### src/rtl/pipe_stage_reg.sv
// Two-entry skid-buffered pipeline register with flush and optional performance counters.
// Define PIPE_STAGE_PERF_EN to build the stall/bubble counters; otherwise they read as 0.
module pipe_stage_reg #(
    parameter int DATA_W         = 32,
    parameter int CLEAR_ON_FLUSH = 1,
    parameter int CNT_W          = 16
) (
    input  logic              clk,
    input  logic              rst_n,
    input  logic              in_valid,
    input  logic [DATA_W-1:0] in_data,
    output logic              in_ready,
    output logic              out_valid,
    output logic [DATA_W-1:0] out_data,
    input  logic              out_ready,
    input  logic              flush,
    output logic [1:0]        occupancy,
    output logic [CNT_W-1:0]  stall_cnt,
    output logic [CNT_W-1:0]  bubble_cnt
);

    // Handshake: a beat moves on a port only in a cycle where valid and ready are
    // both high at the rising edge; valid never depends combinationally on ready,
    // and a valid beat's payload is held stable until it is taken.
    typedef enum logic [1:0] {
        ST_EMPTY = 2'd0,
        ST_ONE   = 2'd1,
        ST_FULL  = 2'd2
    } state_t;

    state_t            r_state;
    state_t            w_state_nxt;
    logic [DATA_W-1:0] r_main;
    logic [DATA_W-1:0] r_skid;
    logic [DATA_W-1:0] w_main_nxt;
    logic [DATA_W-1:0] w_skid_nxt;
    logic              r_in_ready;
    logic              r_out_valid;
    logic              w_accept;
    logic              w_drain;

    assign w_accept = in_valid & r_in_ready;
    assign w_drain  = r_out_valid & out_ready;

    always_comb begin
        w_state_nxt = r_state;
        w_main_nxt  = r_main;
        w_skid_nxt  = r_skid;
        if (flush) begin
            w_state_nxt = ST_EMPTY;
            if (CLEAR_ON_FLUSH != 0) begin
                w_main_nxt = '0;
                w_skid_nxt = '0;
            end
        end else begin
            case (r_state)
                ST_EMPTY: begin
                    if (w_accept) begin
                        w_state_nxt = ST_ONE;
                        w_main_nxt  = in_data;
                    end
                end
                ST_ONE: begin
                    if (w_accept && !w_drain) begin
                        w_state_nxt = ST_FULL;
                        w_skid_nxt  = in_data;
                    end else if (w_accept && w_drain) begin
                        w_main_nxt  = in_data;
                    end else if (w_drain) begin
                        w_state_nxt = ST_EMPTY;
                    end
                end
                ST_FULL: begin
                    if (w_drain) begin
                        w_state_nxt = ST_ONE;
                        w_main_nxt  = r_skid;
                    end
                end
                default: w_state_nxt = ST_EMPTY;
            endcase
        end
    end

    always_ff @(posedge clk or negedge rst_n) begin
        if (!rst_n) begin
            r_state     <= ST_EMPTY;
            r_main      <= '0;
            r_skid      <= '0;
            r_in_ready  <= 1'b1;
            r_out_valid <= 1'b0;
        end else begin
            r_state     <= w_state_nxt;
            r_main      <= w_main_nxt;
            r_skid      <= w_skid_nxt;
            r_in_ready  <= (w_state_nxt != ST_FULL);
            r_out_valid <= (w_state_nxt != ST_EMPTY);
        end
    end

    assign in_ready  = r_in_ready;
    assign out_valid = r_out_valid;
    assign out_data  = r_main;
    // The state encoding doubles as the entry count, so occupancy is the FSM state.
    assign occupancy = r_state;

`ifdef PIPE_STAGE_PERF_EN
    localparam logic [CNT_W-1:0] CNT_ONE = {{(CNT_W-1){1'b0}}, 1'b1};
    localparam logic [CNT_W-1:0] CNT_MAX = {CNT_W{1'b1}};

    logic [CNT_W-1:0] r_stall_cnt;
    logic [CNT_W-1:0] r_bubble_cnt;

    // Counters saturate and deliberately ignore flush.
    always_ff @(posedge clk or negedge rst_n) begin
        if (!rst_n) begin
            r_stall_cnt  <= '0;
            r_bubble_cnt <= '0;
        end else begin
            if (r_out_valid && !out_ready && (r_stall_cnt != CNT_MAX))
                r_stall_cnt <= r_stall_cnt + CNT_ONE;
            if (!r_out_valid && (r_bubble_cnt != CNT_MAX))
                r_bubble_cnt <= r_bubble_cnt + CNT_ONE;
        end
    end

    assign stall_cnt  = r_stall_cnt;
    assign bubble_cnt = r_bubble_cnt;
`else
    assign stall_cnt  = '0;
    assign bubble_cnt = '0;
`endif

endmodule
### config.mk
export PLATFORM = sky130hd
export DESIGN_NAME = pipe_stage_reg
export DESIGN_NICKNAME = d
export VERILOG_FILES = /design/src/rtl/pipe_stage_reg.sv
export SDC_FILE = /design/constraint.sdc
export NUM_CORES = 1
export LEC_CHECK = 0
export ABC_CLOCK_PERIOD_IN_PS = 2000
export CAP_MARGIN = 20
export CORE_MARGIN = 5
export CORE_UTILIZATION = 30
export CTS_CLUSTER_SIZE = 25
export DETAILED_ROUTE_END_ITERATION = 6
export REMOVE_ABC_BUFFERS = 1
export SLEW_MARGIN = 15
export SYNTH_ARGS = -nofsm -noshare
export SYNTH_HDL_FRONTEND = slang
export SYNTH_SLANG_ARGS = --single-unit
### constraint.sdc
create_clock -name clk -period 2 [get_ports clk]
set_clock_uncertainty 0.2 [all_clocks]
set_input_delay 0.2 -clock clk [delete_from_list [all_inputs] [get_ports clk]]
set_output_delay 0.2 -clock clk [all_outputs]
set_load 0.005 [all_outputs]
==> impl_results.md <==
- Final core occ: 40.0%
- Distinct cell type count after synthesis: 29
- Setup TNS: 0 ps
- Relative contribution of sequential cells to total power: 36.4%
- Overflow after GRT: 0
- Most frequent standard cell in the layout excluding fill and tap cells: clkdlybuf4s50_1
- Hold path startpoint: flush
- Overall die area: about 16,000 sq um
- First-pass detailed-route iteration total: 4
- Kind of end point of the critical path: primary output
- Max clock buf depth: 2
- Total count of hold-check failures in the final report: 0
- Port Buf Inserts: between 70 and 80
- Reg2reg path depth: 4
- Number of max-slew violations in the final report: 0
- Max-Cap Viols: 0
- Std-Cell Core Area: 12,700 sq um
- Vias: 2,938
- Buffers plus inverters on the worst setup path: 1
- CP max-delay cell: clkdlybuf4s50_1
- Synthesized instance count: 350
- Critical Path Sink: out_valid
- Sequential cell area: around 1700 sq um
- Run status: completed
- Ordered list of cells on the worst path: clkdlybuf4s50_1
- Iter 0 DRT Violations: 159
- Achievable Freq: 553 MHz
- Clock tree from TritonCTS: yes
- Setup slack, reg-to-reg: 210 ps
- FF+latch count, synth: 68
- Crit-path max FO: 7
- Post-layout net count: 447
- CP top delay family: buffers and inverters
- Switching Power: 1250 uW
- Startpoint-to-endpoint class of the critical path: reg -> out
- Proportion of layout cells with a drive suffix above 1: 24.1%
- P_int: 3160 uW
- Wirelength, routed: 10,200 microns
- Capture point of the worst reg-to-reg path: occupancy[0]
- Remaining antenna violation count: 0
- Number of antenna violations at the first check in global routing: 0
- Most used cells in the layout excluding fill and tap cells: clkdlybuf4s50_1 (70), dfrtp_1 (67), a211oi_2 (59)
- Final critical delay including setup and external delays: 1810 ps
- P per Cell Area: 867 nW/um^2
- Type of element launching the critical path: register
- Synth warn: 0
- Switching power share of the total: 28.3%
- # IOs: 105
- Height of the chip: 125 microns
- Beginning of the worst register-to-register path: occupancy[0]
- Ant diodes: 0
- Worst path arrival time: 1410 ps
- Global router's overall resource usage: a little over an eighth
- Power share of the clock group: 39.1%
- Initial core utilization: 30.9%
- Layout area overhead: 29.2%
- Crit share post-route: 90.4%
- Maximum number of pins on one net before global-route repair: 38
- Routed len/inst: roughly 17 microns
- Detailed-route DRC error count: 0
- Horizontal die dimension: ~120 microns
- Sequential element share of the synthesized area: 43.3%
- Average cell area after synthesis: 11.2 sq um
- WP depth: 1
- Clk slew on worst S/H paths: 60 ps
- Row cnt: approximately 40
- Post-synthesis instance area: 3940 sq um
- Logic gate share of total power: 24.6%
- Worst hold-check path type: in -> reg
- Filler cell count: 1,250
- Total setup violations reported at the end of the flow: 0
- Clock network latency to the later pin of the worst-skew pair: between 300 and 400 ps
- RSZ-0062 raised after global routing: no
- Placer congestion estimate: 0.733
- Peak supply drop: 0.375 mV
- First-pass GRT wire length: roughly 17,000 microns
- Launching instance or port of the critical path: out_valid
- TritonCTS buffer count: 9
- Reported leakage power: between 0.0015 and 0.002 uW
- Num Clock Sinks: just under 70
- Vias in the first global route: ~3,200
- Multi-input logic area: 1870 sq um
- Cell at the root of the clock tree: clkbuf_16
- Largest stage delay, worst path: 580 ps
- Worst EP required: 1600 ps
- Placed wire-length estimate: 6640 microns
- H-Tree Depth: 3
- Per-cell via count in the routed design: roughly 5
==> cells in the mapped netlist <==
cell type  count  area, sq um
a211oi_1       6         45.0
a21boi_4       1         18.8
nor4bb_1       1         10.0
mux2i_1       32          320
nand4_1        1         6.26
a21oi_1       32          160
and4b_1        1         10.0
o22ai_2        1         12.5
buf_2         14         70.1
nand2b_1       1         6.26
nand3_1       32          160
a21bo_1        1         10.0
a221o_1        1         10.0
a21o_1         1         7.51
and3b_1        1         8.76
o21ai_0       33          165
buf_8          3         45.0
conb_1         1         3.75
nand2_1        3         11.3
buf_4         37          278
nor2b_1        1         6.26
buf_6          6         67.6
dfrtp_1       67         1680
clkbuf_1      10         37.5
a211oi_2      59          738
nand3b_1       1         7.51
a21oi_2        1         8.76
a221oi_1       1         8.76
dfstp_2        1         26.3
==> worst min-delay path by stage <==
| stage | to | slack (ps) | cells after the start |
|---|---|---|---|
| global placement | r_skid[18] | -10 | 1 |
| CTS | r_skid[30] | 80 | 2 |
| global route | r_skid[4] | 120 | 2 |
| finish | r_skid[30] | 90 | 2 |
| floorplan | occupancy[0] | -300 | 0 |
| detailed placement | r_skid[18] | -4 | 1 |
==> routing by layer <==
metal | share of wire [%] | up-vias | global-route usage (%)
li1 | - | 1365 | -
met1 | 44 | 1475 | 16.1
met2 | 51 | 90 | 23.5
met3 | 4.8 | 8 | 3.26
met4 | 0.91 | 0 | 4.19
met5 | 0 | - | 0
==> registers in the layout, summed over array words and instances, names as in the netlist <==
name / cells
in_ready: 1
occupancy: 2
out_data: 32
r_skid: 32
out_valid: 1
==> stage by stage <==
step / hold slack, ps / std cells / area [sq um] / power (uW) / worst slack [ps]
after floorplan: -296 / 311 / 3550 / 2140 / -1350
after global placement: -14.8 / 570 / 4750 / 2700 / 41.4
after detailed placement: -4.46 / 570 / 4750 / 2720 / 45.5
after CTS: 83.6 / 587 / 5090 / 4470 / 175
after global routing: 124 / 587 / 5090 / 4620 / 91.5
final: 92.3 / 587 / 5090 / 4410 / 193
==> layout make-up <==
class / count / area share [%]
sequential: 68 / 33.5
multi-input combinational: 243 / 36.7
clock inverter: 6 / 1.72
clock buffer: 10 / 4.70
timing repair buffer: 88 / 19.1
tap: 172 / 4.23
==> kinds of logic after synthesis <==
kind of cell / after synthesis / synth area share, %
AO/OA/AOI/OAI: 137 / 30.1
buffers and inverters: 70 / 12.7
flip-flops: 68 / 43.3
AND/OR/NAND/NOR: 42 / 5.75
multiplexers: 32 / 8.14
other: 1 / 0.0953
==> timing repair <==
action                    4_1_cts  5_1_grt
hold buffers                    1        0
hold endpoints to repair       34        0
buffers inserted                0        0
resized for setup               0        0
==> power by group through the flow <==
| stage | clock network (uW) | logic [uW] | registers, uW |
|---|---|---|---|
| 2_1_floorplan | 0 | 530 | 1610 |
| 3_3_place_gp | 0 | 1070 | 1630 |
| 4_1_cts | 1760 | 1100 | 1610 |
| 3_5_place_dp | 0 | 1090 | 1630 |
| 5_1_grt | 1820 | 1180 | 1620 |
| 6_report | 1720 | 1080 | 1600 |
No activity file was read; power rests on OpenSTA's default activity.
==> variant 1 (config.mk and constraints unchanged) <==
Set the parameter `CLEAR_ON_FLUSH` to 0 (it was 1).
--- a/src/rtl/pipe_stage_reg.sv
+++ b/src/rtl/pipe_stage_reg.sv
@@ -2,7 +2,7 @@
 // Define PIPE_STAGE_PERF_EN to build the stall/bubble counters; otherwise they read as 0.
 module pipe_stage_reg #(
     parameter int DATA_W         = 32,
-    parameter int CLEAR_ON_FLUSH = 1,
+    parameter int CLEAR_ON_FLUSH = 0,
     parameter int CNT_W          = 16
 ) (
     input  logic              clk,
Behaviour: not the same (Yosys sat finds a counterexample within 4 cycles, from zero or initial values and one cycle with rst_n low).
==> variant 1 against the unedited design <==
  * Hold slack gained 0.14 ns
  * Sequential cell count is the same
  * Area after synthesis shrank 17%
  * Synthesized cell count shrank 36%
  * Routed wire length shrank 38%
  * Non-clock buffer count shrank 4
  * Critical path depth grew 3
  * Design area shrank 15%
  * Maximum frequency shrank 6.1%
  * Cell count shrank 23%
  * Setup slack lost 0.12 ns
  * Total power grew 4.7%
  * Register-to-register slack lost 0.14 ns
  * Critical path type is now flop to flop
==> variant 1: results (changes against the unedited design) <==
stage,metric,value,unit,change
run_status,status,"complete, no violations",,unchanged
clock_tree,insertion_delay,0.33,ns,
critical_path,cpLargestDelayFamily,flip-flops,,was buffers and inverters
synth,ys_warn_count,0,,unchanged
detailed_routing,highest_layer,met4,,unchanged
finish,finalNonFillerCells,452,,was 587
detailed_routing,m1WireLength,2830,microns,was 4450 microns
detailed_routing,drt_iter0_drc,34,,was 159
power,ir_drop,0.000393,V,was 0.000375 V
synth,synthTopCellsByArea,"dfrtp_1, mux2_2, buf_4, mux2_4, buf_2",,"was dfrtp_1, a211oi_2, mux2i_1, buf_4, o21ai_0"
global_route,grt_use_met3,3.44,%,was 3.26%
finish,drive_gt1_share,40.7,%,was 24.1%
synth,synth_compound_area_share,2.15,%,was 30.1%
global_route,grt_start_max_net_pins,69,,was 38
synth,synth_edf_count,0,,unchanged
synth,ys.flop_type,dfrtp_1,,unchanged
clock_tree,clockBufferDepth,2,,unchanged
synth,synthAdderAreaFrac,0,%,unchanged
synth,syn_inst,223,,was 350
synth,synth-async-reset-ratio,100,%,unchanged
clock_tree,cts.htree.levels,3,,unchanged
synth,synthTopCellsByCount,"mux2_2, dfrtp_1, buf_4",,"was dfrtp_1, a211oi_2, buf_4"
synth,synth.distinct_cells,24,,was 29
critical_path,worstPathArrival,1.94,ns,was 1.41 ns
detailed_routing,routedWlPerCell,14.0,microns,was 17.4 microns
synth,post_synth_xor_area_fraction,0.269,%,was 0%
global_route,grt_use_met1,13.1,%,was 16.1%
detailed_routing,vias,1928,,was 2938
critical_path,cpPeakStageDelay,0.55,ns,was 0.58 ns
detailed_routing,dr.pass1.iters,3,,was 4
min_path,holdCritPathClass,primary input to async pin,,was primary input to flop
placement,dp.cells,435,,was 570
global_route,grtUsageTotal,9.99,%,was 13.4%
finish,n_antenna_cell,0,,unchanged
global_route,grt_pass1_vias,2007,,was 3161
clock_tree,clkTransAtPathRegs,0.07,ns,
placement,io_buffers,72,,unchanged
global_route,grt_util_met2,15.5,%,was 23.5%
synth,synthMuxAreaShare,34.0,%,was 8.14%
placement,place.gp.congestion,0.741,,was 0.733
clock_tree,post_cts_buffers,0,,unchanged
placement,dp_hpwl,4440,microns,was 6640 microns
detailed_routing,dr_wl_met3,431,microns,was 488 microns
global_route,antenna_found_initial,0,,unchanged
critical_path,worstPathMaxFanout,14,,was 7
global_route,grt_pass1_wl,10300,microns,was 17100 microns
clock_tree,cts_root_buffer,clkbuf_8,,was clkbuf_16
detailed_routing,wl_met2,3010,microns,was 5150 microns
critical_path,cp_slowest_cell,dfstp_2,,was clkdlybuf4s50_1
synth,seq_area_frac_synth,52.3,%,was 43.3%
clock_tree,cts_buffers,9,,unchanged
finish,nets,344,,was 447
power,leakage,1.82,nW,was 1.91 nW
## variant 1: kinds of logic after synthesis
logic type             after synthesis
multiplexers                        96
flip-flops                          68
buffers and inverters               43
AO/OA/AOI/OAI                        7
AND/OR/NAND/NOR                      7
XOR/XNOR                             1
other                                1
## variant 1: path summary, 6_finish.rpt
kind	from	end	slack, ns	cells past startpoint
max	in_ready	out_data[19]	0.07	4
min	rst_n	occupancy[0]	0.23	3
max reg2reg	in_ready	out_data[19]	0.07	4
min reg2reg	r_skid[30]	r_skid[30]	0.30	1
max in group asynchronous	rst_n	in_ready	1.06	3
min in group clk	r_skid[30]	r_skid[30]	0.30	1
## variant 1: area by class of cell
| cell class | instances | area (sq um) |
|---|---|---|
| inverters | 1 | 3.75 |
| flip-flops and latches | 68 | 1700 |
| multi-input cells | 143 | 1360 |
| fillers | 1044 | 6440 |
| well taps | 140 | 175 |
| repair buffers | 84 | 896 |
| clock inverters | 4 | 25.0 |
| clock buffers | 12 | 145 |
## variant 1: through the flow
step	power (W)	setup WS, ns	util, %	area, sq um	hold WS (ns)
after floorplan	0.00288	-0.875	-	3060	-0.296
after global placement	0.00364	-0.158	38.4	4130	0.0566
after detailed placement	0.00369	-0.172	38.4	4130	0.0609
after CTS	0.00472	0.0392	40.1	4310	0.229
after global routing	0.00493	0.0158	40.1	4310	0.265
final	0.00462	0.0749	40.1	4310	0.234
## variant 1: timing repair
action | CTS | global route
setup endpoints to repair | 0 | 1
gates resized for setup | 0 | 0
endpoints found under the hold margin | 68 | 0
hold buffers | 1 | 0
## variant 1: power breakdown
part | internal, W | leakage [nW] | switching, W | total, W
Clock | 0.000480 | 0.0824 | 0.000499 | 0.000980
Combinational | 0.00103 | 0.926 | 0.000406 | 0.00143
Sequential | 0.00193 | 0.814 | 0.000276 | 0.00221
==> variant 2 (same settings) <==
Made on the original files. The option `PIPE_STAGE_PERF_EN` is turned on by a define.
--- a/src/rtl/pipe_stage_reg.sv
+++ b/src/rtl/pipe_stage_reg.sv
@@ -1,5 +1,7 @@
 // Two-entry skid-buffered pipeline register with flush and optional performance counters.
 // Define PIPE_STAGE_PERF_EN to build the stall/bubble counters; otherwise they read as 0.
+`define PIPE_STAGE_PERF_EN
+
 module pipe_stage_reg #(
     parameter int DATA_W         = 32,
     parameter int CLEAR_ON_FLUSH = 1,
Check against the original RTL: not equivalent (a bounded check fails within 4 cycles, from zero or initial values and one cycle with rst_n low).
==> variant 2 against the unedited design <==
  * Area after synthesis rose by 20%
  * Setup slack lost 0.11 ns
  * Sequential cell count grew 32
  * Critical path depth is 5 higher
  * Sequential power increased by 62%
  * Routed wire length is 29% higher
  * Hold slack better by 0.0018 ns
  * Total power grew 48%
  * Critical path type is now flop to flop
  * Sequential share of layout area increased by 3.8 points
  * Design area increased by 32%
==> variant 2: results (changes against the unedited design) <==
stage,metric,value,unit,change
finish,fin_util,43.9,%,was 40.0%
clock_tree,cts_buffers,9,,unchanged
synth,synthTopCellsByArea,"dfrtp_1, a21oi_1, mux2i_1, nand2_1, a211oi_1",,"was dfrtp_1, a211oi_2, mux2i_1, buf_4, o21ai_0"
critical_path,worstRegToRegCells,6,,was 4
placement,place.gp.congestion,0.774,,was 0.733
critical_path,cpPeakStageDelay,0.38,ns,was 0.58 ns
detailed_routing,drt_iter0_drc,183,,was 159
global_route,grt_pass1_wl,20500,microns,was 17100 microns
placement,place_ws,-0.0986,ns,was 0.0455 ns
run_status,status,"complete, no violations",,unchanged
synth,seq_area_frac_synth,53.0,%,was 43.3%
detailed_routing,vias,3948,,was 2938
detailed_routing,m1WireLength,6200,microns,was 4450 microns
placement,io_buffers,104,,was 72
finish,fillCellCount,1499,,was 1250
power,ir_drop,0.000539,V,was 0.000375 V
critical_path,crit_type,flop to flop,,was flop to output port
timing,max_freq,523,MHz,was 553 MHz
timing,tightestPinTransition,0.683,ns,
critical_path,crit_end,out_data[26],,was out_valid
clock_tree,cts.htree.levels,3,,unchanged
clock_tree,clockBufferDepth,2,,unchanged
power,leakage,2.70,nW,was 1.91 nW
detailed_routing,routed_wirelength,13200,microns,was 10200 microns
synth,synth-async-reset-ratio,100,%,unchanged
finish,finalNonFillerCells,805,,was 587
min_path,holdCritPathClass,primary input to async pin,,was primary input to flop
placement,dp.cells,776,,was 570
detailed_routing,dr_wl_met3,691,microns,was 488 microns
placement,placed_cell_area,6180,sq um,was 4750 sq um
global_route,grt_start_max_net_pins,65,,was 38
clock_tree,clkTransAtPathRegs,0.07,ns,
placement,dp_hpwl,8580,microns,was 6640 microns
synth,synth_area_per_cell,10.3,sq um,was 11.2 sq um
global_route,grtUsageTotal,14.1,%,was 13.4%
detailed_routing,dr.pass1.iters,4,,unchanged
critical_path,cp_slowest_cell,dfrtp_1,,was clkdlybuf4s50_1
critical_path,reg2reg_slack,0.09,ns,was 0.21 ns
critical_path,cpLargestDelayFamily,compound AO/OA/AOI/OAI gates,,was buffers and inverters
synth,synth.distinct_cells,45,,was 29
critical_path,worstPathArrival,1.91,ns,was 1.41 ns
detailed_routing,highest_layer,met4,,unchanged
finish,drive_gt1_share,13.6,%,was 24.1%
critical_path,worstPathMaxFanout,8,,was 7
finish,n_antenna_cell,0,,unchanged
synth,synthTopCellsByCount,"dfrtp_1, nand2_1, a21oi_1",,"was dfrtp_1, a211oi_2, buf_4"
synth,ys_warn_count,0,,unchanged
clock_tree,insertion_delay,0.34,ns,was 0.32 ns
critical_path,regToRegStartpoint,occupancy[1],,was occupancy[0]
clock_tree,cts_root_buffer,clkbuf_16,,unchanged
global_route,antenna_found_initial,0,,unchanged
synth,ys.flop_type,dfrtp_1,,unchanged
detailed_routing,wl_met2,6210,microns,was 5150 microns
finish,nets,632,,was 447
## variant 2: power breakdown
part	switching, W	internal [W]	total [W]	leakage, nW
combinational	0.000891	0.00115	0.00204	1.21
sequential	0.000279	0.00233	0.00260	1.34
clock	0.000763	0.00113	0.00189	0.162
total	0.00193	0.00460	0.00654	2.70
## variant 2: kinds of logic after synthesis
kind of cell / count (synthesis) / share of synthesized area [%]
buffers and inverters: 34 / 3.31
and+or+nand+nor: 142 / 14.6
muxes: 34 / 7.26
xor gates and xnor gates: 27 / 5.01
AOI/OAI and AO/OA: 115 / 15.2
DFF: 100 / 53.0
adders and majority gates: 6 / 1.59
## variant 2: routing by layer
| metal | vias to the layer above | GRT usage (%) |
|---|---|---|
| li1 | 1902 | - |
| met1 | 1932 | 19.2 |
| met2 | 107 | 22.5 |
| met3 | 7 | 4.20 |
| met4 | 0 | 2.86 |
| met5 | - | 0 |
## variant 2: worst min-delay path by stage
stage	to	slack, ns	cells after the start
floorplan	bubble_cnt[0]	-0.30	0
global placement	bubble_cnt[10]	-0.09	1
detailed placement	bubble_cnt[9]	-0.09	1
CTS	bubble_cnt[0]	0.08	2
global route	bubble_cnt[0]	0.11	2
finish	bubble_cnt[10]	0.09	2
## variant 2: final cells by class
type / instances / share of cell area (%)
clock buffers: 10 / 3.56
clock inverters: 6 / 1.30
inverters: 4 / 0.224
multi-input cells: 324 / 31.3
flip-flops and latches: 100 / 37.3
well taps: 211 / 3.93
repair buffers: 150 / 22.4
## variant 2: repair_timing
action	CTS	global route
setup endpoints to repair	7	61
hold endpoints to repair	100	0
pin swaps	0	13
hold buffers	2	0
gates resized for setup	4	19
gates cloned	0	5
setup buffers	0	6
